File: config.mk
export PLATFORM = sky130hd
export DESIGN_NAME = logic_unit_serial
export DESIGN_NICKNAME = d
export VERILOG_FILES = /design/src/rtl/logic_unit_serial_pkg.sv /design/src/rtl/logic_unit_serial_slice.sv /design/src/rtl/logic_unit_serial.sv
export SDC_FILE = /design/constraint.sdc
export NUM_CORES = 1
export LEC_CHECK = 0
export ABC_AREA = 1
export CAP_MARGIN = 20
export CELL_PAD_IN_SITES_DETAIL_PLACEMENT = 1
export CELL_PAD_IN_SITES_GLOBAL_PLACEMENT = 2
export CORE_UTILIZATION = 26
export DETAILED_ROUTE_END_ITERATION = 10
export GPL_TIMING_DRIVEN = 1
export PLACE_DENSITY = 0.8
export SLEW_MARGIN = 20
export SYNTH_ARGS = -nofsm -noshare
export SYNTH_HDL_FRONTEND = slang
export SYNTH_HIERARCHICAL = 1
export SYNTH_SLANG_ARGS = --single-unit
File: constraint.sdc
create_clock -name CLK -period 2.2 [get_ports CLK]
set_input_delay 0.22 -clock CLK [delete_from_list [all_inputs] [get_ports CLK]]
set_output_delay 0.22 -clock CLK [all_outputs]
set_load 0.02 [all_outputs]
File: src/rtl/logic_unit_serial_pkg.sv
// Shared definitions for the serial bitwise logic unit: opcodes, FSM
// state encodings and a counter-width helper.
package logic_unit_serial_pkg;

  localparam logic [2:0] OP_AND  = 3'd0;
  localparam logic [2:0] OP_OR   = 3'd1;
  localparam logic [2:0] OP_NOR  = 3'd2;
  localparam logic [2:0] OP_XOR  = 3'd3;
  localparam logic [2:0] OP_NAND = 3'd4;
  localparam logic [2:0] OP_XNOR = 3'd5;
  localparam logic [2:0] OP_ANDN = 3'd6;
  localparam logic [2:0] OP_NOTA = 3'd7;

  localparam logic [1:0] ST_IDLE = 2'd0;
  localparam logic [1:0] ST_RUN  = 2'd1;
  localparam logic [1:0] ST_DONE = 2'd2;

  // Chunk index width: ceil(log2(n)), never less than one bit.
  function automatic int idx_width(input int n);
    return (n > 1) ? $clog2(n) : 1;
  endfunction

endpackage

File: src/rtl/logic_unit_serial_slice.sv
// Combinational CHUNK-bit slice applying one of the eight bitwise ops.
module logic_slice
  import logic_unit_serial_pkg::*;
#(
  parameter int CHUNK = 8
) (
  input  logic [CHUNK-1:0] a,
  input  logic [CHUNK-1:0] b,
  input  logic [2:0]       op,
  output logic [CHUNK-1:0] y
);

  // Opcode decode; every code is defined, NOTA ignores b.
  always_comb begin
    y = '0;
    case (op)
      OP_AND:  y = a & b;
      OP_OR:   y = a | b;
      OP_NOR:  y = ~(a | b);
      OP_XOR:  y = a ^ b;
      OP_NAND: y = ~(a & b);
      OP_XNOR: y = ~(a ^ b);
      OP_ANDN: y = a & ~b;
      OP_NOTA: y = ~a;
      default: y = '0;
    endcase
  end

endmodule

File: src/rtl/logic_unit_serial.sv
// Multi-cycle bitwise logic unit: latches operands, processes CHUNK bits
// per clock through one shared slice, then holds the result behind a
// valid/ready handshake together with a zero flag.
module logic_unit_serial
  import logic_unit_serial_pkg::*;
#(
  parameter int WIDTH = 32,
  parameter int CHUNK = 8
) (
  input  logic             CLK,
  input  logic             RST,
  input  logic             IN_VALID,
  output logic             IN_READY,
  input  logic [WIDTH-1:0] A,
  input  logic [WIDTH-1:0] B,
  input  logic [2:0]       OP,
  output logic             OUT_VALID,
  input  logic             OUT_READY,
  output logic [WIDTH-1:0] Y,
  output logic             ZERO
);

  localparam int NCHUNK = WIDTH / CHUNK;
  localparam int IDXW   = idx_width(NCHUNK);
  localparam logic [IDXW-1:0] LAST_IDX = IDXW'(NCHUNK - 1);

  logic [1:0]       state_q, state_d;
  logic [IDXW-1:0]  idx_q, idx_d;
  logic [WIDTH-1:0] a_q, b_q;
  logic [2:0]       op_q;
  logic [WIDTH-1:0] res_q, res_d;
  logic             nz_q, nz_d;
  logic             zero_q, zero_d;
  logic             load;

  logic [CHUNK-1:0] a_chunk, b_chunk, y_chunk;

  assign a_chunk = a_q[idx_q*CHUNK +: CHUNK];
  assign b_chunk = b_q[idx_q*CHUNK +: CHUNK];

  logic_slice #(.CHUNK(CHUNK)) u_slice (
    .a  (a_chunk),
    .b  (b_chunk),
    .op (op_q),
    .y  (y_chunk)
  );

  assign IN_READY  = (state_q == ST_IDLE);
  assign OUT_VALID = (state_q == ST_DONE);
  assign Y         = res_q;
  assign ZERO      = zero_q;
  assign load      = (state_q == ST_IDLE) && IN_VALID;

  // Next-state: sequence chunks, assemble the result, fold in the zero flag.
  always_comb begin
    state_d = state_q;
    idx_d   = idx_q;
    res_d   = res_q;
    nz_d    = nz_q;
    zero_d  = zero_q;
    case (state_q)
      ST_IDLE: begin
        if (IN_VALID) begin
          state_d = ST_RUN;
          idx_d   = '0;
          res_d   = '0;
          nz_d    = 1'b0;
        end
      end
      ST_RUN: begin
        res_d[idx_q*CHUNK +: CHUNK] = y_chunk;
        nz_d = nz_q | (|y_chunk);
        if (idx_q == LAST_IDX) begin
          state_d = ST_DONE;
          // Registered here so ZERO comes straight from a flop in DONE.
          zero_d  = ~(nz_q | (|y_chunk));
        end else begin
          idx_d = idx_q + 1'b1;
        end
      end
      ST_DONE: begin
        if (OUT_READY) state_d = ST_IDLE;
      end
      default: state_d = ST_IDLE;
    endcase
  end

  // State and datapath registers; reset discards any in-flight operation.
  always_ff @(posedge CLK) begin
    if (RST) begin
      state_q <= ST_IDLE;
      idx_q   <= '0;
      a_q     <= '0;
      b_q     <= '0;
      op_q    <= '0;
      res_q   <= '0;
      nz_q    <= 1'b0;
      zero_q  <= 1'b0;
    end else begin
      state_q <= state_d;
      idx_q   <= idx_d;
      res_q   <= res_d;
      nz_q    <= nz_d;
      zero_q  <= zero_d;
      if (load) begin
        a_q  <= A;
        b_q  <= B;
        op_q <= OP;
      end
    end
  end

endmodule

Word-level counts from Yosys, hierarchy flattened
Index checks and enable logic that the tools add are counted.
W data, S select, Z words.
{"block": "classes", "n_shift": 4, "add_sub_neg": 2, "n_eq_ne": 14, "bitwise_logic": 11, "muxes": 13, "reduce_logical": 9}
{"op": "$pmux W32 S2", "count": 1}
{"op": "$pmux W8 S8", "count": 1}
{"op": "$shiftx A32 B6 Y8", "count": 2}
{"op": "$not A8 Y8", "count": 5}
{"op": "$neg A5 Y34", "count": 1}
{"op": "$shift A8 B34 Y32 const A", "count": 1}
{"op": "$shiftx A8 B34 Y32", "count": 1}
{"op": "$bwmux W32", "count": 1}
{"op": "$mux W32", "count": 1}
{"op": "$and A8 B8 Y8", "count": 2}
{"op": "$eq A3 B3 Y1 const B", "count": 4}
{"op": "$mux W2", "count": 5}
{"op": "$or A8 B8 Y8", "count": 1}
{"op": "$reduce_or A8 Y1", "count": 1}
{"op": "$xor A8 B8 Y8", "count": 1}
{"op": "$eq A3 B2 Y1 const B", "count": 2}
{"op": "$ne A2 B2 Y1 const B", "count": 3}
{"op": "$pmux W2 S3", "count": 1}
{"op": "$reduce_and A3 Y1", "count": 2}
{"op": "$eq A2 B2 Y1 const B", "count": 2}
{"op": "$pmux W2 S2", "count": 1}
{"op": "$reduce_and A2 Y1", "count": 2}
{"op": "$eq A3 B1 Y1 const B", "count": 1}
{"op": "$logic_not A3 Y1", "count": 1}
{"op": "other kinds (10)", "count": 10}
{"block": "totals", "wordCells": 61, "regBits": 105, "output_inout_bits": 35}

Logic depth before layout (Yosys ltp)
Gate-level depths: netlist of the first run.
{"block": "logic_depth", "word_depth": 7, "mapped_depth": 17, "depth_no_buf": 15}

Hierarchy
Netlist of the first run, hierarchy kept.
{"module": "logic_unit_serial", "n_inst": 1, "area_per_inst_um2": 4551.9, "cells_per_inst": 640}
{"module": "logic_slice", "n_inst": 1, "area_per_inst_um2": 1156.1, "cells_per_inst": 189}

Worst setup path before layout of the first run
OpenSTA, ideal clock, no wires.
{"block": "synth_path", "kind": "register -> register", "start": "reg idx_q[0]", "end": "reg nz_q", "stages_incl_launch_ff": 17, "path_slack_ns": -0.197, "required_ns": 2.083, "synth_period_minus_slack_ns": 2.397, "arrival_time_ns": 2.280, "path_cell_list": "dfxtp_1 -> buf_2 -> inv_2 -> buf_1 -> nor2_1 -> o22ai_1 -> inv_1 -> ha_1 -> inv_1 -> nand4_1 -> nand2_1 -> nor2_1 -> nand3_1 -> nor2_1 -> nand3_1 -> nor3_1 -> nor2_1"}
{"block": "synth_between", "elab_chain_cells": 7}
{"element": "start: declaration", "line": "logic_unit_serial.sv:28", "text": "logic [IDXW-1:0] idx_q, idx_d;"}
{"element": "start signal: assignment", "line": "logic_unit_serial.sv:101", "text": "idx_q <= idx_d;"}
{"element": "$shiftx A32 B6 Y8 *", "line": "logic_unit_serial.sv:38", "text": "assign a_chunk = a_q[idx_q*CHUNK +: CHUNK];"}
{"element": "via a_chunk[3]", "line": "logic_unit_serial.sv:36", "text": "logic [CHUNK-1:0] a_chunk, b_chunk, y_chunk;"}
{"element": "$xor A8 B8 Y8, or another cell as far along", "line": "logic_unit_serial_slice.sv:20, logic_unit_serial_slice.sv:22"}
{"element": "$not A8 Y8, on equally long branches", "line": "logic_unit_serial_slice.sv:22, logic_unit_serial_slice.sv:19, logic_unit_serial_slice.sv:21"}
{"element": "$pmux W8 S8 *", "line": "logic_unit_serial_slice.sv:16", "text": "case (op)"}
{"element": "via y_chunk[3]", "line": "logic_unit_serial.sv:36"}
{"element": "$reduce_or A8 Y1 *", "line": "logic_unit_serial.sv:72", "text": "nz_d = nz_q | (|y_chunk);"}
{"element": "$or A1 B1 Y1 *", "line": "logic_unit_serial.sv:72"}
{"element": "$pmux W1 S2 *", "line": "logic_unit_serial.sv:61", "text": "case (state_q)"}
{"element": "end signal: assignment", "line": "logic_unit_serial.sv:103", "text": "nz_q <= nz_d;"}
{"element": "end: declaration", "line": "logic_unit_serial.sv:32", "text": "logic nz_q, nz_d;"}
The timed path passes the listed nets; every way through them passes the cells marked *.
A chain may end at the register's enable or synchronous reset.

Worst setup path after layout of the first run
{"block": "layout_path", "start": "reg idx_q[1]", "end": "reg nz_q"}
Same word-level chain as after synthesis.

==> impl_metrics.json, run 1 <==
{
  "run_status": "finished with violations",
  "violations": "negative setup slack",
  "fill_cells": 2557,
  "critPathKind": "reg -> reg",
  "clockRootBuffer": "clkbuf_16",
  "ant_nets": 0,
  "final_util_pct": 40.5,
  "internal_power_mw": 3.81,
  "synth_nets": 930,
  "final_common_cell": "nor2_1",
  "cp_max_fo": 8,
  "ys_seq_elements": 105,
  "nets": 1081,
  "avgSynthCellArea_um2": 6.89,
  "overflow": 0,
  "drc": 0,
  "relSlewSlack_pct": 58.7,
  "syn_to_final_growth_pct": 51.0,
  "worstSetupStartpoint": "idx_q[1]",
  "ys_warn_count": 6,
  "min_from": "B[3]",
  "drt_first_iter_violations": 312,
  "dr_total_vias": 5877,
  "clk_latency_ps": 360,
  "p_per_area_nw_per_um2": 676,
  "numPortBuffers": 105,
  "numCtsBuffers": 9,
  "antenna_found_initial": 0,
  "gp_congestion": 0.765,
  "synthCells": 829,
  "antennaDiodeCount": 0,
  "track_usage_pct": 17.9,
  "start_kind": "flop",
  "final_cell_mix": "nor2_1 (199), clkdlybuf4s50_1 (105), dfxtp_1 (103)",
  "fin_area_um2": 8620,
  "critical_path_required_ps": 2450,
  "period_needed_ps": 2300,
  "via_per_inst": 4.66,
  "cts_tree": "done",
  "cp-end-kind": "flop",
  "layout-drive-gt1-share_pct": 27.8,
  "timing.hold.ws_ps": 483,
  "grt_pass1_wl_um": 31600,
  "grt_max_degree": 79,
  "cts_sinks": 105,
  "finClkSkew_ps": 9.78,
  "swShare_pct": 34.7,
  "power.switching_mw": 2.02,
  "post_drt_wl_per_cell_um": 15.4,
  "p_clk_share_pct": 27.6,
  "max_freq_mhz": 434,
  "synth_cell_types": 28,
  "slew_viol_final": 0,
  "dieHeight_um": 150,
  "ir_worst_vdd_mv": 0.307,
  "dp_hpwl_um": 13900,
  "rsz0062_at_grt": "yes",
  "leakage_nw": 3.47,
  "combPwrFrac_pct": 35.7,
  "pin_count": 106,
  "hp-class": "in -> reg",
  "fp-row-count": 53,
  "path_clk_slew_ps": 80,
  "async_flop_share_pct": 0,
  "htreeDepth": 3,
  "reg2reg_from": "idx_q[1]",
  "fin_ws_ps": -104,
  "drtPass1Iterations": 4,
  "ys_seq_area_share_pct": 36.8,
  "ys.flop_type": "dfxtp_1",
  "finalCritPeriodShare_pct": 105,
  "grt_pass1_vias": 5991,
  "cp.arrival_ps": 2560,
  "core_um2": 21300,
  "seq_power_share_pct": 36.7,
  "synth_edf_count": 0,
  "place_area_um2": 7340,
  "die_area_um2": 22500,
  "die_w_um": 150,
  "start_util_pct": 26.8,
  "clockBufferDepth": 2,
  "final_hold_viol_count": 0,
  "setup_viol": 17,
  "drv_cap": 0,
  "worst_pin_slew_ps": 619,
  "netlist_area_um2": 5710,
  "drt-total-wl_um": 19400
}
flip-flops by register name, indices dropped and copies added (netlist names):
name / count
ZERO: 1
a_q: 32
b_q: 32
nz_q: 1
idx_q: 2
op_q: 3
state_q: 2
Y: 32
synthesized netlist by cell type (2+ instances only):
master | n | area share (%)
nand3b_1 | 8 | 1.1
nand4_1 | 38 | 4.2
inv_2 | 4 | 0.26
dfxtp_1 | 105 | 37
buf_4 | 5 | 0.66
buf_6 | 14 | 2.8
inv_1 | 50 | 3.3
o21ai_0 | 101 | 8.9
nand2_1 | 90 | 5.9
a21oi_1 | 27 | 2.4
buf_8 | 2 | 0.53
nand3_1 | 45 | 3.9
nand3_2 | 4 | 0.70
nor3_1 | 7 | 0.61
nor2_1 | 240 | 16
clkbuf_1 | 22 | 1.4
ha_1 | 30 | 6.6
nor2_2 | 3 | 0.33
nor2_4 | 2 | 0.39
buf_2 | 9 | 0.79
o22ai_1 | 16 | 1.8
timing repair:
item,CTS,global route
resized for setup,132,116
gates cloned,2,0
endpoints found under the setup margin,34,34
buffers inserted,14,7
pin swaps,51,62
hold buffers,0,0
metrics by stage:
stage | TNS (ps) | power [mW] | setup WS [ps] | std cells
after floorplan | 0 | 3.03 | 0.554 | 829
after global placement | -5260 | 3.67 | -293 | 1222
after detailed placement | -7110 | 3.71 | -401 | 1222
after CTS | -850 | 5.62 | -99.9 | 1254
after global routing | -4620 | 6.17 | -246 | 1260
final | -597 | 5.83 | -104 | 1260
power by group through the flow:
stage | Sequential, mW | Combinational (mW) | Clock, mW
finish | 2.14 | 2.08 | 1.61
global route | 2.15 | 2.29 | 1.72
CTS | 2.13 | 1.84 | 1.65
detailed placement | 2.16 | 1.54 | 0
global placement | 2.16 | 1.51 | 0
floorplan | 2.14 | 0.896 | 0
cells by family after synthesis:
kind of cell,Yosys count,share of synthesized area (%)
simple gates,439,33.3
buf+inv,110,10.2
fa+ha+maj,30,6.58
flops,105,36.8
compound gates,145,13.1
layer usage:
| metal | vias to the layer above | GRT usage (%) | routed length (um) |
|---|---|---|---|
| li1 | 3017 | - | - |
| met1 | 2742 | 24.1 | 9480 |
| met2 | 96 | 29.6 | 9170 |
| met3 | 22 | 2.58 | 498 |
| met4 | 0 | 5.35 | 283 |
| met5 | - | 0 | 0 |
cell type report:
cell class / count / area (um^2) / share of cell area (%)
clock buffer: 11 / 243 / 2.82
clock inverter: 5 / 43.8 / 0.508
inverter: 56 / 231 / 2.69
multi-input combinational: 614 / 3750 / 43.6
sequential: 105 / 2110 / 24.4
tap: 275 / 344 / 3.99
timing repair buffer: 194 / 1900 / 22.0
worst max-delay path: stages (launching register included):
cell	delay (ps)
dfxtp_2	400
buf_6	190
o21ai_2	80
o22ai_2	230
buf_6	150
inv_4	40
ha_4	260
inv_2	30
nand4_1	60
nand2_1	70
nor2_2	130
nand3_2	110
nor2_2	130
nand3_2	80
nor3_1	180
nor2_1	50
path summary, 6_finish.rpt:
path | endpoint | slack [ps] | cells after the start
worst max register to register | nz_q | -100 | 15
worst max-delay path | nz_q | -100 | 15
worst min-delay path | b_q[3] | 480 | 3
worst min register to register | b_q[13] | 490 | 2
Note: power is estimated with default switching activity, not from simulation.
==> run 2: changes to the inputs <==
--- a/config.mk
+++ b/config.mk
@@ -9,10 +9,12 @@
 export CAP_MARGIN = 20
 export CELL_PAD_IN_SITES_DETAIL_PLACEMENT = 1
 export CELL_PAD_IN_SITES_GLOBAL_PLACEMENT = 2
-export CORE_UTILIZATION = 26
+export CORE_MARGIN = 1
+export CORE_UTILIZATION = 27
+export CTS_BUF_LIST = sky130_fd_sc_hd__clkbuf_4 sky130_fd_sc_hd__clkbuf_8
 export DETAILED_ROUTE_END_ITERATION = 10
 export GPL_TIMING_DRIVEN = 1
-export PLACE_DENSITY = 0.8
+export PLACE_DENSITY = 0.83
 export SLEW_MARGIN = 20
 export SYNTH_ARGS = -nofsm -noshare
 export SYNTH_HDL_FRONTEND = slang
==> impl_metrics.json, run 2 (synthesized netlist as in run 1, its figures left out) <==
{
  "run_status": "finished with violations",
  "violations": "negative setup slack",
  "drtPass1Iterations": 5,
  "power_mw": 5.36,
  "start_util_pct": 27.9,
  "clk_latency_ps": 400,
  "cp-end-kind": "flop",
  "track_usage_pct": 17.4,
  "start_kind": "flop",
  "via_per_inst": 4.73,
  "grt_pass1_wl_um": 30100,
  "numPortBuffers": 105,
  "fp-row-count": 52,
  "critical_path_required_ps": 2490,
  "hold-path-endpoint": "a_q[21]",
  "drc": 0,
  "grt_max_degree": 101,
  "dr_total_vias": 5943,
  "final_util_pct": 41.3,
  "max_freq_mhz": 428,
  "tns_ps": -1710,
  "worst_pin_slew_ps": 502,
  "finClkSkew_ps": 12.4,
  "crit_chain": "inv_6, buf_4, buf_6, o21ai_1, o22ai_2, inv_2, ha_4, nand4_1, nand2_1, nor2_1, nand3_2, inv_2, nand2_1, nor3_2, nor2_1",
  "worstHoldPathCells": 3,
  "die_w_um": 147,
  "relSlewSlack_pct": 66.5,
  "cp_max_fo": 8,
  "cp_slowest_cell": "dfxtp_4",
  "grt_pass1_vias": 5869,
  "die_area_um2": 21700,
  "critPathBufInv": 5,
  "cp.arrival_ps": 2630,
  "path_clk_slew_ps": 110,
  "multiInputGateArea_um2": 3660,
  "gp_congestion": 0.776,
  "critPathKind": "reg -> reg",
  "slowest_delay_ps": 460,
  "ir_worst_vdd_mv": 0.261,
  "reg2regPathDepth": 15,
  "leakage_nw": 3.42,
  "overflow": 0,
  "fill_cells": 2498,
  "core_um2": 20500,
  "p_per_area_nw_per_um2": 633,
  "ant_nets": 0,
  "min_from": "A[21]",
  "slew_viol_final": 0,
  "path_delay_family": "simple AND/OR/NAND/NOR gates",
  "dp.cells": 1223,
  "stdcell_count": 1257,
  "fin_ws_ps": -138,
  "period_needed_ps": 2340,
  "dp_hpwl_um": 13500,
  "hp-class": "in -> reg",
  "antennaDiodeCount": 0,
  "antenna_found_initial": 0,
  "htreeDepth": 3,
  "finalCritPeriodShare_pct": 106,
  "seqCellArea_um2": 2110,
  "drt-total-wl_um": 18800,
  "clockRootBuffer": "clkbuf_8",
  "numCtsBuffers": 9,
  "r2r_slack_ps": -140,
  "drt_first_iter_violations": 187,
  "layout-drive-gt1-share_pct": 27.7,
  "post_drt_wl_per_cell_um": 15.0,
  "nets": 1083,
  "cts_tree": "done",
  "final_common_cell": "nor2_1",
  "pin_count": 106,
  "final_cell_mix": "nor2_1 (203), clkdlybuf4s50_1 (105), dfxtp_1 (103)",
  "final_hold_viol_count": 0,
  "reg2reg_from": "idx_q[0]",
  "dieHeight_um": 147,
  "cts_sinks": 105,
  "rsz0062_at_grt": "yes",
  "r2r-end": "nz_q",
  "setup_viol": 29,
  "syn_to_final_growth_pct": 48.5,
  "drv_cap": 0,
  "clockBufferDepth": 2
}
==> run 2: changes by cell type in the layout (fill, tap and decap cells not counted), sizes merged <==
cell / previous run / this run
clkinvlp: 0 / 3
buf: 89 / 88
==> run 2: routing by layer <==
metal / vias to the layer above / GRT usage, % / wire length, um
met5: - / 0 / 0
met1: 2819 / 23.4 / 9090
met2: 79 / 29.0 / 9040
li1: 3029 / - / -
met3: 16 / 2.65 / 512
met4: 0 / 4.07 / 174
==> run 2: how the worst max path moves through the flow <==
| stage | slack [ps] | to | depth (start not counted) | startpoint |
|---|---|---|---|---|
| final | -140 | nz_q | 15 | idx_q[0] |
| after global routing | -310 | nz_q | 15 | idx_q[0] |
| after CTS | -140 | nz_q | 14 | idx_q[0] |
| after detailed placement | -400 | nz_q | 15 | idx_q[0] |
| after global placement | -360 | nz_q | 15 | idx_q[0] |
| after floorplan | 0.6 | nz_q | 15 | idx_q[0] |
==> run 2: power breakdown <==
| part | internal, mW | leakage [nW] | total (mW) | switching, mW |
|---|---|---|---|---|
| Combinational | 0.943 | 2.46 | 2.00 | 1.06 |
| Sequential | 2.03 | 0.865 | 2.14 | 0.112 |
| Clock | 0.445 | 0.0931 | 1.22 | 0.772 |
==> run 2: worst min-delay path: stages <==
cell	delay, ps
clkdlybuf4s50_1	390
o21ai_0	150
nor2_1	40
==> run 2: stage by stage <==
stage | worst slack, ps | cell area [um^2] | hold slack, ps
floorplan | 0.554 | 5750 | 384
global placement | -365 | 7360 | 461
detailed placement | -398 | 7360 | 469
CTS | -137 | 7970 | 418
global route | -309 | 8470 | 429
finish | -138 | 8470 | 438
==> run 2: final cells by class <==
cell class,count,share of cell area (%)
Inverter,56,2.76
Timing Repair Buffer,195,22.8
Multi-Input combinational cell,614,43.2
Tap cell,270,3.99
Clock buffer,9,1.46
Sequential cell,105,24.9
Clock inverter,7,0.842
Timing Repair inverter,1,0.0886
==> run 2: what timing repair did <==
action | in CTS | in global routing
buffers inserted | 8 | 7
cloned | 2 | 2
resized for setup | 105 | 120
hold buffers | 0 | 0
setup endpoints to repair | 34 | 34
pin swaps | 43 | 58
==> run 3: changes to the inputs <==
--- a/config.mk
+++ b/config.mk
@@ -15,6 +15,7 @@
 export DETAILED_ROUTE_END_ITERATION = 10
 export GPL_TIMING_DRIVEN = 1
 export PLACE_DENSITY = 0.83
+export RECOVER_POWER = 25
 export SLEW_MARGIN = 20
 export SYNTH_ARGS = -nofsm -noshare
 export SYNTH_HDL_FRONTEND = slang
==> impl_metrics.json, run 3 (synthesized netlist as in run 1, its figures left out) <==
{
  "grt_pass1_vias": 5869,
  "rsz0062_at_grt": "yes",
  "start_kind": "flop",
  "drtPass1Iterations": 5,
  "r2r_slack_ps": -140,
  "drc": 0,
  "dp.cells": 1223,
  "p_per_area_nw_per_um2": 633,
  "gp_congestion": 0.776,
  "critPathBufInv": 5,
  "reg2reg_from": "idx_q[0]",
  "worstHoldPathCells": 3,
  "die_area_um2": 21700,
  "track_usage_pct": 17.4,
  "critPathKind": "reg -> reg",
  "via_per_inst": 4.73,
  "layout-drive-gt1-share_pct": 27.5,
  "cts_sinks": 105,
  "ant_nets": 0,
  "drv_cap": 0,
  "final_hold_viol_count": 0,
  "pin_count": 106,
  "relSlewSlack_pct": 49.4,
  "cp-end-kind": "flop",
  "die_w_um": 147,
  "max_freq_mhz": 428,
  "dp_hpwl_um": 13500,
  "violations": "negative setup slack",
  "nets": 1083,
  "cp.arrival_ps": 2630,
  "clk_latency_ps": 400,
  "start_util_pct": 27.9,
  "hp-class": "in -> reg",
  "stdcell_count": 1257,
  "fill_cells": 2497,
  "reg2regPathDepth": 15,
  "numPortBuffers": 105,
  "drt_first_iter_violations": 187,
  "path_delay_family": "simple AND/OR/NAND/NOR gates",
  "seqCellArea_um2": 2110,
  "antenna_found_initial": 0,
  "core_um2": 20500,
  "power_mw": 5.36,
  "fin_ws_ps": -138,
  "timing.hold.ws_ps": 438,
  "final_cell_mix": "nor2_1 (203), dfxtp_1 (103), clkdlybuf4s50_1 (95)",
  "cp_slowest_cell": "dfxtp_4",
  "fp-row-count": 52,
  "slew_viol_final": 0,
  "overflow": 0,
  "dr_total_vias": 5940,
  "crit_chain": "inv_6, buf_4, buf_6, o21ai_1, o22ai_2, inv_2, ha_4, nand4_1, nand2_1, nor2_1, nand3_2, inv_2, nand2_1, nor3_2, nor2_1",
  "multiInputGateArea_um2": 3660,
  "slowest_delay_ps": 460,
  "critical_path_required_ps": 2490,
  "setup_viol": 28,
  "hold-path-endpoint": "a_q[21]",
  "syn_to_final_growth_pct": 48.4,
  "ir_worst_vdd_mv": 0.261,
  "antennaDiodeCount": 0,
  "run_status": "finished with violations",
  "final_common_cell": "nor2_1",
  "grt_pass1_wl_um": 30100,
  "cts_tree": "done",
  "drt-total-wl_um": 18900,
  "min_from": "A[21]",
  "clockBufferDepth": 2,
  "cp_max_fo": 8,
  "clockRootBuffer": "clkbuf_8",
  "leakage_nw": 3.46,
  "finalCritPeriodShare_pct": 106,
  "r2r-end": "nz_q",
  "path_clk_slew_ps": 110,
  "post_drt_wl_per_cell_um": 15.0,
  "dieHeight_um": 147,
  "finClkSkew_ps": 15.1,
  "grt_max_degree": 101,
  "period_needed_ps": 2340,
  "numCtsBuffers": 9,
  "htreeDepth": 3,
  "worst_pin_slew_ps": 759
}
==> run 3: layout make-up <==
type	instances	area share, %
Clock buffer	9	1.46
Clock inverter	7	0.842
Inverter	56	2.75
Multi-Input combinational cell	614	43.2
Sequential cell	105	24.9
Tap cell	270	3.99
Timing Repair Buffer	195	22.8
Timing Repair inverter	1	0.0886
==> run 3: worst reg2reg max path, cell delays in order, from the launching register on <==
cell,delay [ps]
dfxtp_4,460
inv_6,60
buf_4,130
buf_6,110
o21ai_1,220
o22ai_2,120
inv_2,90
ha_4,200
nand4_1,90
nand2_1,70
nor2_1,120
nand3_2,120
inv_2,120
nand2_1,90
nor3_2,170
nor2_1,60
==> run 3: timing repair <==
item / in CTS / in global routing
pin swaps: 43 / 58
hold buffers: 0 / 0
gates cloned: 2 / 2
setup buffers: 8 / 7
resized for setup: 105 / 120
setup endpoints to repair: 34 / 34
==> run 3: worst max-delay path by stage <==
| stage | startpoint | end | slack [ps] | cells past startpoint |
|---|---|---|---|---|
| global placement | idx_q[0] | nz_q | -360 | 15 |
| floorplan | idx_q[0] | nz_q | 0.6 | 15 |
| detailed placement | idx_q[0] | nz_q | -400 | 15 |
| global route | idx_q[0] | nz_q | -310 | 15 |
| CTS | idx_q[0] | nz_q | -140 | 14 |
| finish | idx_q[0] | nz_q | -140 | 15 |
==> run 3: metrics by stage <==
| step | setup WS, ps | setup TNS [ps] | utilization [%] | cell area [um^2] |
|---|---|---|---|---|
| 2_1_floorplan | 0.554 | 0 | - | 5750 |
| 3_5_place_dp | -398 | -8470 | 35.9 | 7360 |
| 6_report | -138 | -1680 | 41.3 | 8470 |
| 3_3_place_gp | -365 | -5660 | 35.9 | 7360 |
| 4_1_cts | -137 | -1330 | 38.9 | 7970 |
| 5_1_grt | -309 | -6900 | 41.3 | 8470 |
==> run 3: power breakdown <==
part           internal (mW)  leakage (nW)  total [mW]  switching [mW]
Combinational          0.940          2.50        2.00            1.06
Clock                  0.445        0.0931        1.22           0.775
Sequential              2.03         0.865        2.14           0.111
Total                   3.41          3.46        5.36            1.95
==> run 3: routing by layer <==
metal | track usage, % | share of wire [%]
met1 | 23.4 | 48
met2 | 29.0 | 48
met3 | 2.65 | 2.9
met4 | 4.07 | 0.92
met5 | 0 | 0
==> patch (config.mk and constraints of run 2) <==
`res_q` no longer has a reset.
--- a/src/rtl/logic_unit_serial.sv
+++ b/src/rtl/logic_unit_serial.sv
@@ -93,13 +93,11 @@
       a_q     <= '0;
       b_q     <= '0;
       op_q    <= '0;
-      res_q   <= '0;
       nz_q    <= 1'b0;
       zero_q  <= 1'b0;
     end else begin
       state_q <= state_d;
       idx_q   <= idx_d;
-      res_q   <= res_d;
       nz_q    <= nz_d;
       zero_q  <= zero_d;
       if (load) begin
@@ -110,5 +108,9 @@
     end
   end
 
+  always_ff @(posedge CLK) begin
+    res_q <= res_d;
+  end
+
 endmodule
 
Function: differs if RST is asserted again (counterexample within 4 cycles, from zero or initial values and one cycle with RST high); with RST held inactive, the same outputs for 10 cycles.
==> patch against run 2 <==
Wire length about the same. Sequential power grew 9.3%. First-iteration DRC count rose by 15%. Highest routed layer unchanged. Utilization is 1.8 points lower. Sequential share of layout area grew 4.2 points. Die area grew 1.8%. Cell area decreased by 1.5%. Area after synthesis is 1.8% higher. Sequential cell count stayed put. Total power grew 8.5%. The run still ends with negative setup slack left. Fmax fell by 2.1%. Count of clock-buffer cells in the layout is 1 higher. Setup slack lost 0.051 ns.
==> patch: results (changes against run 2) <==
power_and_ir_drop:
  vdd_drop_max_mv: 0.2796  # +7.3%
  p_sw_mw: 2.104  # +8.1%
  p_leak_nw: 3.319  # -3.0%
placed_design:
  place_hpwl_um: 13410  # -0.70%
  place_area_um2: 7447  # +1.2%
outcome:
  status: "finished with violations"
  violations: "negative setup slack"
clock_network:
  postCtsSetupRepairBufs: 7  # -1
  ctsResizeCount: 57  # -46%
global_routing:
  grtUsageMet1_pct: 22.29  # -1.1 points
  grtUsageMet2_pct: 28.41  # -0.62 points
  grt_usage_pct: 16.99  # -0.38 points
  grt_max_degree: 59  # -42%
  grt_pass1_vias: 5730  # -2.4%
timing:
  finalSetupViolCount: 34  # +17%
  setup_slack_ns: -0.1886  # -0.05077 ns
  hold_ws_ns: 0.4342  # -0.003487 ns
critical_path:
  worstReg2RegEnd: "Y[11]"
synth:
  netlist_top_cells_area: "dfxtp_1, edfxtp_1, nor2_1, o21ai_0, ha_1"
  syn_inst: 763  # -8.0%
  synth_nets: 864  # -7.1%
  ys_types: 32  # +14%
cells_and_area:
  drive_above_1_share_pct: 22.95  # -4.7 points
worst_hold_path:
  whs_endpoint: "a_q[11]"
detailed_routing:
  drtPass1Iterations: 4  # -1
## patch: changes by cell type after synthesis, sizes merged, moves of 14 or more
cell,change
dfxtp,-32
edfxtp,+32
nand2,-30
nand3,-29
a22oi,+16
nand4,+16
nor2,-14
## patch: kinds of logic after synthesis
group	Yosys count	share of synthesized area, %
compound gates	157	14.75
fa+ha+maj	30	6.459
buf+inv	100	9.149
flops	105	41.68
simple gates	371	27.97
## patch: worst max-delay path by stage
stage,slack [ns],to,from
after CTS,-0.16,ZERO,idx_q[0]
after global placement,-0.21,Y[11],idx_q[0]
after global routing,-0.36,nz_q,idx_q[0]
final,-0.19,Y[11],idx_q[0]
after detailed placement,-0.24,ZERO,idx_q[0]
after floorplan,-0.01,Y[15],idx_q[0]
## patch: layout make-up
cell class / count / area, um^2
fill: 2558 / 12740
multi-input combinational: 558 / 3323
sequential: 105 / 2427
timing repair buffer: 187 / 1866
tap: 275 / 344.1
inverter: 49 / 201.4
clock buffer: 10 / 137.6
clock inverter: 6 / 48.80
